$ cat config.mk
export PLATFORM = sky130hd
export DESIGN_NAME = mac8_frame_acc
export DESIGN_NICKNAME = d
export VERILOG_FILES = /design/src/rtl/mac8_pkg.sv /design/src/rtl/mac8_frame_acc_vedic8x8.sv /design/src/rtl/mac8_frame_acc.sv
export SDC_FILE = /design/constraint.sdc
export NUM_CORES = 1
export LEC_CHECK = 0
export CAP_MARGIN = 20
export CORE_MARGIN = 10
export CORE_UTILIZATION = 54
export DETAILED_ROUTE_END_ITERATION = 10
export PLACE_DENSITY = 0.86
export SYNTH_ARGS = -nofsm -noshare
export SYNTH_HDL_FRONTEND = slang
export SYNTH_SLANG_ARGS = --single-unit
$ cat constraint.sdc
create_clock -name clk -period 6.8 [get_ports clk]
set_input_delay 1.36 -clock clk [delete_from_list [all_inputs] [get_ports clk]]
set_output_delay 1.36 -clock clk [all_outputs]
set_load 0.05 [all_outputs]
$ cat src/rtl/mac8_pkg.sv
// Shared constants and FSM state type for the mac8_frame_acc frame accumulator.
// Optional feature macro used by the top: MAC8_SATURATE_EN.
package mac8_pkg;

  localparam int PROD_W        = 16;
  localparam int FRAME_LEN_DEF = 8;
  localparam int ACC_W_DEF     = 24;

  typedef enum logic [1:0] {
    ACCUM = 2'd0,
    DRAIN = 2'd1,
    HOLD  = 2'd2
  } state_t;

endpackage

$ cat src/rtl/mac8_frame_acc_vedic8x8.sv
// Combinational 8x8 unsigned Vedic (Urdhva-Tiryagbhyam) multiplier built from 2x2 and 4x4 blocks.
// The overflow flag is the carry out of the final partial-product sum.
module vedic8x8
  import mac8_pkg::*;
(
  input  logic [7:0]        a,
  input  logic [7:0]        b,
  output logic [PROD_W-1:0] product,
  output logic              overflow
);

  function automatic logic [3:0] mul2(input logic [1:0] x, input logic [1:0] y);
    logic [3:0] p;
    logic       c;
    p[0] = x[0] & y[0];
    p[1] = (x[1] & y[0]) ^ (x[0] & y[1]);
    c    = (x[1] & y[0]) & (x[0] & y[1]);
    p[2] = (x[1] & y[1]) ^ c;
    p[3] = (x[1] & y[1]) & c;
    return p;
  endfunction

  function automatic logic [7:0] mul4(input logic [3:0] x, input logic [3:0] y);
    logic [3:0] q0, q1, q2, q3;
    q0 = mul2(x[1:0], y[1:0]);
    q1 = mul2(x[3:2], y[1:0]);
    q2 = mul2(x[1:0], y[3:2]);
    q3 = mul2(x[3:2], y[3:2]);
    return {4'b0, q0} + {2'b0, q1, 2'b0} + {2'b0, q2, 2'b0} + {q3, 4'b0};
  endfunction

  logic [7:0]  q0, q1, q2, q3;
  logic [16:0] sum;

  always_comb begin
    q0  = mul4(a[3:0], b[3:0]);
    q1  = mul4(a[7:4], b[3:0]);
    q2  = mul4(a[3:0], b[7:4]);
    q3  = mul4(a[7:4], b[7:4]);
    sum = {9'b0, q0} + {5'b0, q1, 4'b0} + {5'b0, q2, 4'b0} + {1'b0, q3, 8'b0};
  end

  assign product  = sum[PROD_W-1:0];
  assign overflow = sum[16];

endmodule

$ cat src/rtl/mac8_frame_acc.sv
// Two-stage multiply-accumulate over frames of FRAME_LEN 8x8 products with a held result handshake.
// Define MAC8_SATURATE_EN to clamp the accumulator on overflow instead of wrapping.
module mac8_frame_acc
  import mac8_pkg::*;
#(
  parameter int FRAME_LEN = FRAME_LEN_DEF,
  parameter int ACC_W     = ACC_W_DEF
) (
  input  logic             clk,
  input  logic             rst,
  input  logic             in_valid,
  output logic             in_ready,
  input  logic [7:0]       a,
  input  logic [7:0]       b,
  output logic             out_valid,
  input  logic             out_ready,
  output logic [ACC_W-1:0] out_sum,
  output logic             out_ovf
);

  if (FRAME_LEN < 2 || FRAME_LEN > 256) begin : g_bad_frame_len
    $error("mac8_frame_acc: FRAME_LEN=%0d outside 2..256", FRAME_LEN);
  end
  if (ACC_W < 17) begin : g_bad_acc_w
    $error("mac8_frame_acc: ACC_W=%0d below 17", ACC_W);
  end

  localparam int               CNT_W = (FRAME_LEN > 1) ? $clog2(FRAME_LEN) : 1;
  localparam logic [CNT_W-1:0] LAST  = CNT_W'(FRAME_LEN - 1);

  state_t             state_q, state_d;
  logic [CNT_W-1:0]   cnt_q, cnt_d;
  logic [PROD_W-1:0]  prod_q, prod_d;
  logic               pvld_q, pvld_d;
  logic [ACC_W-1:0]   acc_q, acc_d;
  logic               ovf_q, ovf_d;

  logic [PROD_W-1:0]  mul_p;
  logic               mul_ovf_unused;
  logic               accept;
  logic [ACC_W:0]     sum_ext;
  logic               carry;

  vedic8x8 u_mul (
    .a        (a),
    .b        (b),
    .product  (mul_p),
    .overflow (mul_ovf_unused)
  );

  assign in_ready  = (state_q == ACCUM);
  assign out_valid = (state_q == HOLD);
  assign out_sum   = acc_q;
  assign out_ovf   = ovf_q;
  assign accept    = in_valid && in_ready;

  // NOTE: every always_comb output gets a default first, so no path can infer a latch.
  always_comb begin
    state_d = state_q;
    cnt_d   = cnt_q;
    prod_d  = prod_q;
    pvld_d  = accept;
    acc_d   = acc_q;
    ovf_d   = ovf_q;

    if (accept) prod_d = mul_p;

    sum_ext = {1'b0, acc_q} + {{(ACC_W + 1 - PROD_W){1'b0}}, prod_q};
    carry   = sum_ext[ACC_W];

    if (pvld_q) begin
`ifdef MAC8_SATURATE_EN
      // Once clamped, the frame stays pinned at full scale.
      acc_d = (carry || ovf_q) ? {ACC_W{1'b1}} : sum_ext[ACC_W-1:0];
`else
      acc_d = sum_ext[ACC_W-1:0];
`endif
      ovf_d = ovf_q | carry;
    end

    case (state_q)
      ACCUM: begin
        if (accept) begin
          if (cnt_q == LAST) begin
            cnt_d   = '0;
            state_d = DRAIN;
          end else begin
            cnt_d = cnt_q + CNT_W'(1);
          end
        end
      end
      DRAIN: state_d = HOLD;
      HOLD: begin
        if (out_ready) begin
          state_d = ACCUM;
          cnt_d   = '0;
          acc_d   = '0;
          ovf_d   = 1'b0;
        end
      end
      default: state_d = ACCUM;
    endcase
  end

  // NOTE: sequential state uses non-blocking assignments so all flops update from pre-edge values.
  always_ff @(posedge clk) begin
    if (rst) begin
      state_q <= ACCUM;
      cnt_q   <= '0;
      pvld_q  <= 1'b0;
      acc_q   <= '0;
      ovf_q   <= 1'b0;
    end else begin
      state_q <= state_d;
      cnt_q   <= cnt_d;
      pvld_q  <= pvld_d;
      acc_q   <= acc_d;
      ovf_q   <= ovf_d;
    end
  end

  // NOTE: the product register is left unreset; pvld_q qualifies it, so stale data is never summed.
  always_ff @(posedge clk) begin
    prod_q <= prod_d;
  end

endmodule

==> out/qor.csv <==
stage;metric;value;unit
worst_setup_path;crit_family;adder cells;
hold_path;hold_depth;1;
run_status;outcome;finished, violations left;
detailed_routing;wire_per_inst;15.37;um
grt;busiest_layer;met2;
hold_path;hold_end;out_ovf;
floorplan;die-area;13900;um2
sta;maxSlewViolCount;0;
cells_and_area;fin_cells;792;
worst_setup_path;crit_top_cell;ha_4;
worst_setup_path;rr_worst_depth;9;
hold_path;hp-start;out_ovf;
cells_and_area;diodes;0;
floorplan;ios;47;
sta;final_hold_viol_count;0;
power_and_ir_drop;p_per_area;279.7;nW/um2
worst_setup_path;cp_max_fo;2;
detailed_routing;drtIter0Drc;251;
cells_and_area;multi_input_area;4106;um2
sta;clock.fmax;146.7;MHz
placement;preCtsSetupSlack;-0.8023;ns
yosys;yosysWarnings;0;
floorplan;die_height;117.9;um
cells_and_area;layout_commonest_cell;ha_1;
worst_setup_path;end_kind;flop;
grt;use_met1;19.04;%
grt;grt_start_max_net_pins;29;
sta;setup_ws;-0.01716;ns
worst_setup_path;slowest_delay;0.55;ns
yosys;synth_top_flop_cell;dfxtp_1;
worst_setup_path;worstPathArrival;6.88;ns
placement;globalplace.congestion;0.9366;
hold_path;hold_path.class;reg2reg;
worst_setup_path;r2r-start;prod_q[0];
worst_setup_path;critical_path_class;in2reg;
clock_tree;cts_tree;yes;
yosys;syn_avg_cell_area;9.034;um2
grt;grt_pass1_wl;20420;um
cells_and_area;synthToLayoutAreaGrowth;25.60;%
sta;tightest_slew;0.6733;ns
grt;antenna_found_initial;0;
sta;post-route-min-period;6.817;ns
sta;grt_setup_unrepaired;yes;
clock_tree;hold_buffers;0;
sta;finalClockSkew;0.009277;ns
run;maxCapViolCount;0;
yosys;synth_edf_count;16;
sta;setup_viol_count_final;1;
cells_and_area;seqCellArea;1101;um2
power_and_ir_drop;leakagePower;3.146;nW
clock_tree;clock-root-buffer;clkbuf_8;
power_and_ir_drop;power.total;1.819;mW
power_and_ir_drop;vdd_drop_max;141.1;uV
floorplan;coreArea;9284;um2
worst_setup_path;reg2reg_to;out_sum[22];
clock_tree;clk_pin_slew;0.09;ns
cells_and_area;fin_nets;805;
clock_tree;cts.path.max_buffers;2;
worst_setup_path;setup.worst_path.start_class;input pin;
grt;grt_use_met3;2.398;%
worst_setup_path;rrSetupSlack;4.23;ns
cells_and_area;fillers;681;
worst_setup_path;crit_path_top_delay_cell;fa_1;
sta;tns;-0.01716;ns
detailed_routing;dr.pass1.iters;4;
detailed_routing;ant_nets;0;
run_status;failed_checks;negative setup slack;
sta;finalCritPeriodShare;100.3;%
detailed_routing;drt-total-wl;12170;um
yosys;synth_async_sr_flop_share;0;%
placement;dp_cells;777;
clock_tree;cts_buffers;5;
placement;numPortBuffers;46;
clock_tree;h-tree-depth;2;
yosys;synth_nets;716;
worst_setup_path;crit_required;6.86;ns
yosys;syn-cell-area;5176;um2
floorplan;die-width;117.9;um
yosys;syn_inst;573;
cells_and_area;final_cell_mix;ha_1 (88), inv_1 (56), and2_1 (55);
cells_and_area;drive_above_1_share;16.59;%
worst_setup_path;critPathBufInv;4;
sta;hold_ws;0.4763;ns
yosys;synth.yosys.seq_area_share;21.27;%
placement;hpwlAfterDp;9543;um
grt;track_usage;16.85;%
yosys;synth.distinct_cells;46;
detailed_routing;drc;0;
yosys;yosys_register_bits;47;
sta;max-slew-margin-rel;55.07;%
floorplan;start_util;55.75;%
grt;gr-usage-met2;31.50;%
clock_tree;clock_sinks;47;
grt;overflow;0;
floorplan;rows;35;
grt;grt_pass1_vias;4569;
detailed_routing;vias;4335;
clock_tree;clock_latency;0.31;ns
detailed_routing;vias_per_cell;5.473;
[final cells by class]
class | count | area share (%)
Clock inverter | 2 | 0.2117
Inverter | 62 | 3.580
Multi-Input combinational cell | 457 | 63.16
Sequential cell | 47 | 16.94
Tap cell | 129 | 2.483
Timing Repair Buffer | 89 | 12.18
Clock buffer | 6 | 1.443
[what timing repair did]
action / 4_1_cts / 5_1_grt
endpoints found under the setup margin: 5 / 5
resized for setup: 34 / 35
setup buffers: 2 / 5
pin swaps: 27 / 35
[per-stage QoR]
| stage | util [%] | cell area (um2) |
|---|---|---|
| after global placement | 65.81 | 6110 |
| after detailed placement | 65.81 | 6110 |
| after CTS | 68.23 | 6335 |
| after floorplan | - | 5244 |
| after global routing | 70.03 | 6501 |
| final | 70.03 | 6501 |
[state kept, by name, summed over array words and instances (netlist names)]
name	flops
pvld_q	1
prod_q	16
state_q	2
out_ovf	1
out_sum	24
cnt_q	3
[cells by family (layout without fill, tap and decap cells)]
group,after synthesis,after routing,share of synthesized area [%]
XOR/XNOR,49,49,8.291
AND/OR/NAND/NOR,164,164,16.85
adder cells (fa/ha/maj),123,123,33.07
buffers and inverters,69,159,5.004
flip-flops,47,47,21.27
multiplexers,12,12,2.345
AO/OA/AOI/OAI,109,109,13.17
[cell usage after synthesis (all sizes together), types with 3 or more instances]
cell     instances  share of area (%)
edfxtp          16                9.3
nor2            33                2.4
nor3             4               0.39
o21a             3               0.44
a21oi           39                3.9
o21ai           27                2.6
and3             6               0.73
nand2b           4               0.48
a21o            18                2.6
xor2            16                2.7
nand3            6               0.58
fa              23                8.9
clkbuf           5               0.36
a211oi           4               0.58
o2111ai          3               0.51
nand2           28                2.0
nand4            3               0.36
nor2b            8               0.97
inv             62                4.5
ha             100                 24
mux2i           11                2.1
nand3b           7                1.0
dfxtp           31                 12
xnor2           33                5.6
and2            61                7.4
[worst reg2reg max path, cell delays in order (launching register included)]
cell and delay [ns]:
edfxtp_1 0.39, ha_1 0.22, fa_1 0.41, a21oi_1 0.22, o22ai_1 0.15, o21ai_0 0.32
a21oi_1 0.22, o2111ai_1 0.27, xor2_1 0.19, nor2_1 0.06
[how the worst max path moves through the flow]
stage / start / endpoint / slack [ns] / depth (start not counted)
final: a[0] / prod_q[14] / -0.02 / 26
after global routing: b[1] / prod_q[14] / -0.19 / 27
after CTS: b[1] / prod_q[14] / 0.006 / 27
after detailed placement: a[1] / prod_q[14] / -0.80 / 27
after global placement: a[0] / prod_q[14] / -0.57 / 27
after floorplan: a[1] / prod_q[14] / 0.002 / 27
[routing by layer]
layer / part of all wire, % / up-vias
li1: - / 2137
met1: 42 / 2086
met2: 53 / 95
met3: 3.6 / 17
met4: 1.7 / 0
met5: 0 / -
[where the power goes]
part | internal (mW) | total [mW] | leakage [nW] | switching, mW
combinational | 0.593 | 1.22 | 2.68 | 0.632
sequential | 0.375 | 0.402 | 0.413 | 0.0277
clock | 0.0947 | 0.192 | 0.0563 | 0.0969
total | 1.06 | 1.82 | 3.15 | 0.756
No activity file was read; power rests on OpenSTA's default activity.
